--- src/rtl/semafor_pkg.sv ---
// ----------------------------------------------------------------------------
// semafor_pkg
// Shared definitions for the traffic-light controller:
//   - phase_e : 3-bit phase code, also the visible stare_semafor value
//   - dir_e   : green direction that follows a pedestrian walk
//   - default phase durations (in en-high cycles) and timer width
// ----------------------------------------------------------------------------
package semafor_pkg;

  typedef enum logic [2:0] {
    ALL_RED_A   = 3'b000,
    NS_GREEN    = 3'b001,
    NS_YELLOW   = 3'b010,
    ALL_RED_B   = 3'b011,
    EW_GREEN    = 3'b100,
    EW_YELLOW   = 3'b101,
    PED_WALK    = 3'b110,
    NIGHT_BLINK = 3'b111
  } phase_e;

  typedef enum logic {
    DIR_NS = 1'b0,
    DIR_EW = 1'b1
  } dir_e;

  localparam int unsigned T_GREEN_DEF  = 20;
  localparam int unsigned T_YELLOW_DEF = 3;
  localparam int unsigned T_ALLRED_DEF = 2;
  localparam int unsigned T_PED_DEF    = 10;
  localparam int unsigned T_BLINK_DEF  = 5;
  localparam int unsigned CNT_W_DEF    = 11;

endpackage

--- src/rtl/semafor_if.sv ---
// ----------------------------------------------------------------------------
// semafor_if
// Groups the controller's request inputs and light outputs.
//   en            : timer advance enable (low freezes state and timer)
//   ped_req       : pedestrian request, level or pulse
//   night         : night-mode request level
//   stare_semafor : registered phase code (this is the FSM state itself)
//   ped_ack       : one-cycle pulse on entry to the walk phase
//   blink         : registered yellow-flash drive
// Signalling: there is no valid/ready handshake; every input is a level
// sampled on each rising clock edge and every output is a registered level.
// Modports: master drives the requests (environment), slave is the
// controller.
// ----------------------------------------------------------------------------
interface semafor_if;
  logic       en;
  logic       ped_req;
  logic       night;
  logic [2:0] stare_semafor;
  logic       ped_ack;
  logic       blink;

  modport master (
    output en, ped_req, night,
    input  stare_semafor, ped_ack, blink
  );

  modport slave (
    input  en, ped_req, night,
    output stare_semafor, ped_ack, blink
  );
endinterface

--- src/rtl/semafor_phase_timer.sv ---
// ----------------------------------------------------------------------------
// phase_timer
// Down-counter that times the current phase.
//   clk, rst : clock, asynchronous active-low reset (count := RST_VAL)
//   load     : load load_val (takes priority over counting)
//   load_val : T-1 of the phase being entered
//   en       : decrement enable; counter saturates at zero
//   zero     : counter is zero (last cycle of the phase)
// ----------------------------------------------------------------------------
module phase_timer #(
  parameter int unsigned     CNT_W   = 11,
  parameter logic [CNT_W-1:0] RST_VAL = '0
) (
  input  logic             clk,
  input  logic             rst,
  input  logic             load,
  input  logic [CNT_W-1:0] load_val,
  input  logic             en,
  output logic             zero
);

  logic [CNT_W-1:0] cnt_q;

  always_ff @(posedge clk or negedge rst) begin
    if (!rst) begin
      cnt_q <= RST_VAL;
    end else if (load) begin
      cnt_q <= load_val;
    end else if (en && (cnt_q != '0)) begin
      cnt_q <= cnt_q - 1'b1;
    end
  end

  assign zero = (cnt_q == '0);

endmodule

--- src/rtl/semafor_ctrl.sv ---
// ----------------------------------------------------------------------------
// semafor_ctrl
// Traffic-light phase controller with pedestrian walk insertion and an
// optional night (yellow-flash) mode.
//   clk  : rising-edge clock
//   rst  : asynchronous active-low reset
//   bus  : semafor_if.slave (en, ped_req, night in; stare_semafor, ped_ack,
//          blink out)
// Optional feature: NIGHT_MODE_EN enables the NIGHT_BLINK phase. Without it
// the night input is ignored and blink is tied low.
// ----------------------------------------------------------------------------
module semafor_ctrl
  import semafor_pkg::*;
#(
  parameter int unsigned T_GREEN  = T_GREEN_DEF,
  parameter int unsigned T_YELLOW = T_YELLOW_DEF,
  parameter int unsigned T_ALLRED = T_ALLRED_DEF,
  parameter int unsigned T_PED    = T_PED_DEF,
  parameter int unsigned T_BLINK  = T_BLINK_DEF,
  parameter int unsigned CNT_W    = CNT_W_DEF
) (
  input  logic     clk,
  input  logic     rst,
  semafor_if.slave bus
);

  localparam logic [CNT_W-1:0] LD_GREEN  = CNT_W'(T_GREEN - 1);
  localparam logic [CNT_W-1:0] LD_YELLOW = CNT_W'(T_YELLOW - 1);
  localparam logic [CNT_W-1:0] LD_ALLRED = CNT_W'(T_ALLRED - 1);
  localparam logic [CNT_W-1:0] LD_PED    = CNT_W'(T_PED - 1);
  localparam logic [CNT_W-1:0] LD_BLINK  = CNT_W'(T_BLINK - 1);

  phase_e           state_q, state_d;
  dir_e             dir_q, dir_d;
  logic             pend_q;
  logic             ack_q;
  logic             load;
  logic [CNT_W-1:0] load_val;
  logic             zero;
  logic             night_now;

`ifdef NIGHT_MODE_EN
  assign night_now = bus.night;
`else
  assign night_now = 1'b0;
`endif

  phase_timer #(
    .CNT_W   (CNT_W),
    .RST_VAL (LD_ALLRED)
  ) u_timer (
    .clk      (clk),
    .rst      (rst),
    .load     (load),
    .load_val (load_val),
    .en       (bus.en),
    .zero     (zero)
  );

  always_ff @(posedge clk or negedge rst) begin
    if (!rst) begin
      state_q <= ALL_RED_A;
      dir_q   <= DIR_NS;
      ack_q   <= 1'b0;
    end else begin
      state_q <= state_d;
      dir_q   <= dir_d;
      // Only transitions load the timer, so this is high for exactly the
      // first cycle of a walk.
      ack_q   <= load && (state_d == PED_WALK);
    end
  end

  // A request during the walk (including the ack cycle) is absorbed.
  always_ff @(posedge clk or negedge rst) begin
    if (!rst) begin
      pend_q <= 1'b0;
    end else if (state_q == PED_WALK) begin
      pend_q <= 1'b0;
    end else if (bus.ped_req) begin
      pend_q <= 1'b1;
    end
  end

  // Next-state: phases only change on the last en-high cycle of a phase.
  always_comb begin
    state_d = state_q;
    dir_d   = dir_q;
    load    = 1'b0;
    if (bus.en && zero) begin
      load = 1'b1;
      case (state_q)
        ALL_RED_A: begin
          if (night_now) begin
            state_d = NIGHT_BLINK;
          end else if (pend_q) begin
            state_d = PED_WALK;
            dir_d   = DIR_NS;
          end else begin
            state_d = NS_GREEN;
          end
        end
        NS_GREEN:  state_d = NS_YELLOW;
        NS_YELLOW: state_d = ALL_RED_B;
        ALL_RED_B: begin
          if (night_now) begin
            state_d = NIGHT_BLINK;
          end else if (pend_q) begin
            state_d = PED_WALK;
            dir_d   = DIR_EW;
          end else begin
            state_d = EW_GREEN;
          end
        end
        EW_GREEN:  state_d = EW_YELLOW;
        EW_YELLOW: state_d = ALL_RED_A;
        PED_WALK:  state_d = (dir_q == DIR_NS) ? NS_GREEN : EW_GREEN;
        // Each half-period boundary samples night; staying reloads the timer.
        NIGHT_BLINK: state_d = night_now ? NIGHT_BLINK : ALL_RED_A;
        default:   state_d = ALL_RED_A;
      endcase
    end
  end

  always_comb begin
    load_val = LD_ALLRED;
    case (state_d)
      NS_GREEN, EW_GREEN:   load_val = LD_GREEN;
      NS_YELLOW, EW_YELLOW: load_val = LD_YELLOW;
      PED_WALK:             load_val = LD_PED;
      NIGHT_BLINK:          load_val = LD_BLINK;
      default:              load_val = LD_ALLRED;
    endcase
  end

`ifdef NIGHT_MODE_EN
  logic blink_q;

  // Starts at 1 on entry, toggles at every half-period reload, 0 on exit.
  always_ff @(posedge clk or negedge rst) begin
    if (!rst) begin
      blink_q <= 1'b0;
    end else if (load) begin
      if (state_d == NIGHT_BLINK) begin
        blink_q <= (state_q == NIGHT_BLINK) ? ~blink_q : 1'b1;
      end else begin
        blink_q <= 1'b0;
      end
    end
  end

  assign bus.blink = blink_q;
`else
  assign bus.blink = 1'b0;
`endif

  assign bus.stare_semafor = state_q;
  assign bus.ped_ack       = ack_q;

endmodule

--- src/flat_wrapper.sv ---
// flat-port wrapper written by rule: the top's interface ports become plain ports
module semafor_ctrl_flat import semafor_pkg::*;
#(
  parameter int unsigned T_GREEN  = T_GREEN_DEF,
  parameter int unsigned T_YELLOW = T_YELLOW_DEF,
  parameter int unsigned T_ALLRED = T_ALLRED_DEF,
  parameter int unsigned T_PED    = T_PED_DEF,
  parameter int unsigned T_BLINK  = T_BLINK_DEF,
  parameter int unsigned CNT_W    = CNT_W_DEF
)
  (clk, rst, bus_en, bus_ped_req, bus_night, bus_stare_semafor, bus_ped_ack, bus_blink);
  semafor_if bus_i ();
  input  logic clk;
  input  logic rst;
  input wire logic [$bits(bus_i.en)-1:0] bus_en;
  input wire logic [$bits(bus_i.ped_req)-1:0] bus_ped_req;
  input wire logic [$bits(bus_i.night)-1:0] bus_night;
  output wire logic [$bits(bus_i.stare_semafor)-1:0] bus_stare_semafor;
  output wire logic [$bits(bus_i.ped_ack)-1:0] bus_ped_ack;
  output wire logic [$bits(bus_i.blink)-1:0] bus_blink;
  assign bus_i.en = bus_en;
  assign bus_i.ped_req = bus_ped_req;
  assign bus_i.night = bus_night;
  assign bus_stare_semafor = bus_i.stare_semafor;
  assign bus_ped_ack = bus_i.ped_ack;
  assign bus_blink = bus_i.blink;
  semafor_ctrl #(.T_GREEN(T_GREEN), .T_YELLOW(T_YELLOW), .T_ALLRED(T_ALLRED), .T_PED(T_PED), .T_BLINK(T_BLINK), .CNT_W(CNT_W)) u_core (.clk(clk), .rst(rst), .bus(bus_i));
endmodule
--- config.mk ---
export PLATFORM = sky130hd
export DESIGN_NAME = semafor_ctrl_flat
export DESIGN_NICKNAME = d
export VERILOG_FILES = /design/src/rtl/semafor_pkg.sv /design/src/rtl/semafor_if.sv /design/src/rtl/semafor_phase_timer.sv /design/src/rtl/semafor_ctrl.sv /design/src/flat_wrapper.sv
export SDC_FILE = /design/constraint.sdc
export NUM_CORES = 1
export LEC_CHECK = 0
export ABC_AREA = 1
export CORE_MARGIN = 2
export CORE_UTILIZATION = 56
export DETAILED_ROUTE_END_ITERATION = 10
export PLACE_DENSITY = 0.78
export SLEW_MARGIN = 20
export SYNTH_ARGS = -nofsm -noshare
export SYNTH_HDL_FRONTEND = slang
export SYNTH_SLANG_ARGS = --single-unit
--- constraint.sdc ---
create_clock -name clk -period 2.06 [get_ports clk]
set_input_delay 0.618 -clock clk [delete_from_list [all_inputs] [get_ports clk]]
set_output_delay 0.618 -clock clk [all_outputs]
set_load 0.005 [all_outputs]
==> impl_metrics.toml, run 1 <==
[timing]
period_minus_slack_ps = 1970
hold_violations = 0
rsz0062_at_grt = "no"
maxSlewViolCount = 0
fmax_ghz = 0.508
finalSetupViolCount = 0
setup_slack_ps = 89.7
skew_ps = 8.59
setup-tns-final_ps = 0
min_period_over_period_pct = 95.6

[global_route]
grt_usage_pct = 23.7
grt_pass1_wl_microns = 4440
antenna_found_initial = 0
grt_pass1_vias = 1096
overflow = 0
grt_max_degree = 11

[setup_path]
cpPeakStageDelay_ps = 550
crit_buf_inv = 1
crit_type = "register to output pin"
cp_data_required_time_ps = 1440
critical_path.top_delay_family = "buffers and inverters"
slowest_stage = "clkdlybuf4s50_1"
crit_chain = "clkdlybuf4s50_1"
worstPathArrival_ps = 1350
path_max_fanout = 7
end_kind = "output pin"
r2r_setup_slack_ps = 280
start_kind = "register"

[synth]
netlist_top_cells_area = "dfrtp_1, nand2_1, inv_1, a21oi_1, nor2_1"
yosysSeqAreaShare_pct = 38.7
syn-cell-area_sq_mm = 0.00110
synth_cell_types = 31
synth_area_per_cell_sq_um = 7.65
synth_top_area_cell = "dfrtp_1"
syn_nets = 151
synth-seq-cells = 17
netlist.area_leader.share_pct = 36.3
yosys_warnings = 0
syn_inst = 144

[detailed_routing]
vias_per_cell = 5.27
wire_per_inst_microns = 12.5
antenna_left = 0
vias = 1017
wl_microns = 2410
drc = 0
drt-pass1-iter-count = 4
drtIter0Drc = 9

[pwr]
irDropWorstVdd_uv = 498
leakagePower_nw = 0.676
power.density_mw_per_mm2 = 695

[layout]
fin_nets = 174
area_growth_pct = 20.3
drive_gt1_share_pct = 24.1
diodes = 0
finish.utilization_pct = 69.7

[floorplan]
dieArea_sq_mm = 0.00234
rows = 16
coreArea_sq_mm = 0.00190
dieWidth_microns = 48.4
start_util_pct = 58.0
ioPinCount = 10
die_y_microns = 48.4

[placement]
io_buffers = 7
dp_hpwl_microns = 1880
pre_cts_slack_ps = -148
gp_congestion = 0.843

[clock_network]
h-tree-depth = 1
cts_buffer_depth = 2
cts_made_buffers = 3
clock-sinks = 17
cts_setup_buffers = 0
worstSkewPairLatency_ps = 300
cts_root_buf = "clkbuf_4"
clkSlewWorstSetupHoldPaths_ps = 100
cts_tree = "yes"

[run]
timing.max_cap.violations = 0

[run_status]
status = "complete, no violations"

[worst_hold_path]
worstHoldPathType = "register to register"
-- flip-flops by register name, indices dropped and copies added (netlist names) --
signal                    count
u_core.pend_q                 1
u_core.u_timer.cnt_q         11
u_core.dir_q                  1
u_core.bus.ped_ack            1
u_core.bus.stare_semafor      3
-- area by class of cell --
cell class | instances | area [sq um]
well taps | 27 | 33.8
multi-input cells | 102 | 566
flip-flops and latches | 17 | 427
repair buffers | 20 | 183
fillers | 163 | 576
inverters | 23 | 91.3
clock buffers | 4 | 26.3
-- placed cells by master, fill, tap and decap left out, types with 2 or more instances in the layout --
master / count
clkbuf_4: 3
inv_1: 18
nand3_1: 9
o21ai_1: 2
xor2_1: 2
nor2_1: 13
nand2_4: 2
nor2_2: 4
nor3_1: 3
buf_4: 12
o21ai_0: 7
a21oi_1: 13
inv_2: 3
clkdlybuf4s50_1: 6
nand2_2: 7
nand2_1: 26
ha_1: 2
nor2_4: 2
dfrtp_1: 16
-- tightest hold or removal path, stage by stage, from the launching register on --
cell     delay (ps)
dfrtp_1         360
o21ai_1          70
inv_1            40
-- metal layers --
layer | up-vias | GRT usage [%] | share of wire [%] | routed length [microns]
met5 | - | 0 | 0 | 0
met2 | 13 | 43.3 | 51 | 1230
li1 | 504 | - | - | -
met3 | 7 | 2.47 | 1.8 | 44
met1 | 493 | 27.5 | 44 | 1070
met4 | 0 | 12.4 | 2.6 | 63
-- Yosys cell counts --
cell	count
nor3_4	1
o22ai_1	1
nand3_4	1
ha_1	2
nor2_2	4
a21oi_1	13
xor2_1	2
dfstp_2	1
o21ai_1	2
o21ai_0	7
nand4_1	1
nand2_4	2
nand3_2	1
clkinv_1	1
nand2_2	7
inv_1	18
nor2_4	2
nor2_1	13
a21oi_2	1
inv_2	3
nand3_1	9
conb_1	1
o21a_1	1
nor3_1	3
buf_6	1
nand3b_1	1
clkinv_4	1
nand2_1	26
dfrtp_1	16
o32ai_1	1
buf_4	1
-- timing repair --
action	in CTS	in global routing
resized for setup	0	1
endpoints found under the setup margin	0	1
hold buffers	0	0
-- power breakdown --
part           total [mW]  internal, mW  leakage, nW  switching (mW)
Clock               0.187        0.0756       0.0150           0.111
Combinational       0.261         0.105        0.464           0.155
Sequential          0.474         0.402        0.197          0.0727
-- path summary, 6_finish.rpt --
path                                                  start  depth (start not counted)                 endpoint
worst max-delay path            u_core.bus.stare_semafor[0]                          1     bus_stare_semafor[0]
min in group asynchronous                               rst                          1  u_core.u_timer.cnt_q[8]
max in group asynchronous                               rst                          2  u_core.u_timer.cnt_q[2]
worst max register to register      u_core.u_timer.cnt_q[0]                         11  u_core.u_timer.cnt_q[1]
worst min register to register                 u_core.dir_q                          2             u_core.dir_q
worst min-delay path                           u_core.dir_q                          2             u_core.dir_q
-- metrics by stage --
stage	instances	area [sq um]	hold WS [ps]	power (mW)
after global placement	189	1300	466	0.718
after global routing	193	1330	527	0.988
after floorplan	144	1100	322	0.672
final	193	1330	503	0.922
after detailed placement	189	1300	470	0.739
after CTS	193	1320	499	0.928
-- cell families after synthesis --
logic type	Yosys count	share of synthesized area [%]
other	1	0.340
xor gates and xnor gates	2	1.59
AOI/OAI and AO/OA	26	12.8
adders and majority gates	2	2.27
DFF	17	38.7
buffers and inverters	25	9.99
and+or+nand+nor	71	34.3
Note: power is estimated with default switching activity, not from simulation.
==> run 2: changes to the inputs <==
--- a/config.mk
+++ b/config.mk
@@ -9,6 +9,7 @@
 export CORE_MARGIN = 2
 export CORE_UTILIZATION = 56
 export DETAILED_ROUTE_END_ITERATION = 10
+export GPL_ROUTABILITY_DRIVEN = 0
 export PLACE_DENSITY = 0.78
 export SLEW_MARGIN = 20
 export SYNTH_ARGS = -nofsm -noshare
==> results of run 2 <==
The final DEF is identical to that of run 1; final timing and power are the same.
==> run 3: changes to the inputs <==
--- a/config.mk
+++ b/config.mk
@@ -6,6 +6,7 @@
 export NUM_CORES = 1
 export LEC_CHECK = 0
 export ABC_AREA = 1
+export CAP_MARGIN = 25
 export CORE_MARGIN = 2
 export CORE_UTILIZATION = 56
 export DETAILED_ROUTE_END_ITERATION = 10
==> results of run 3 <==
The final DEF is identical to that of run 1; final timing and power are the same.
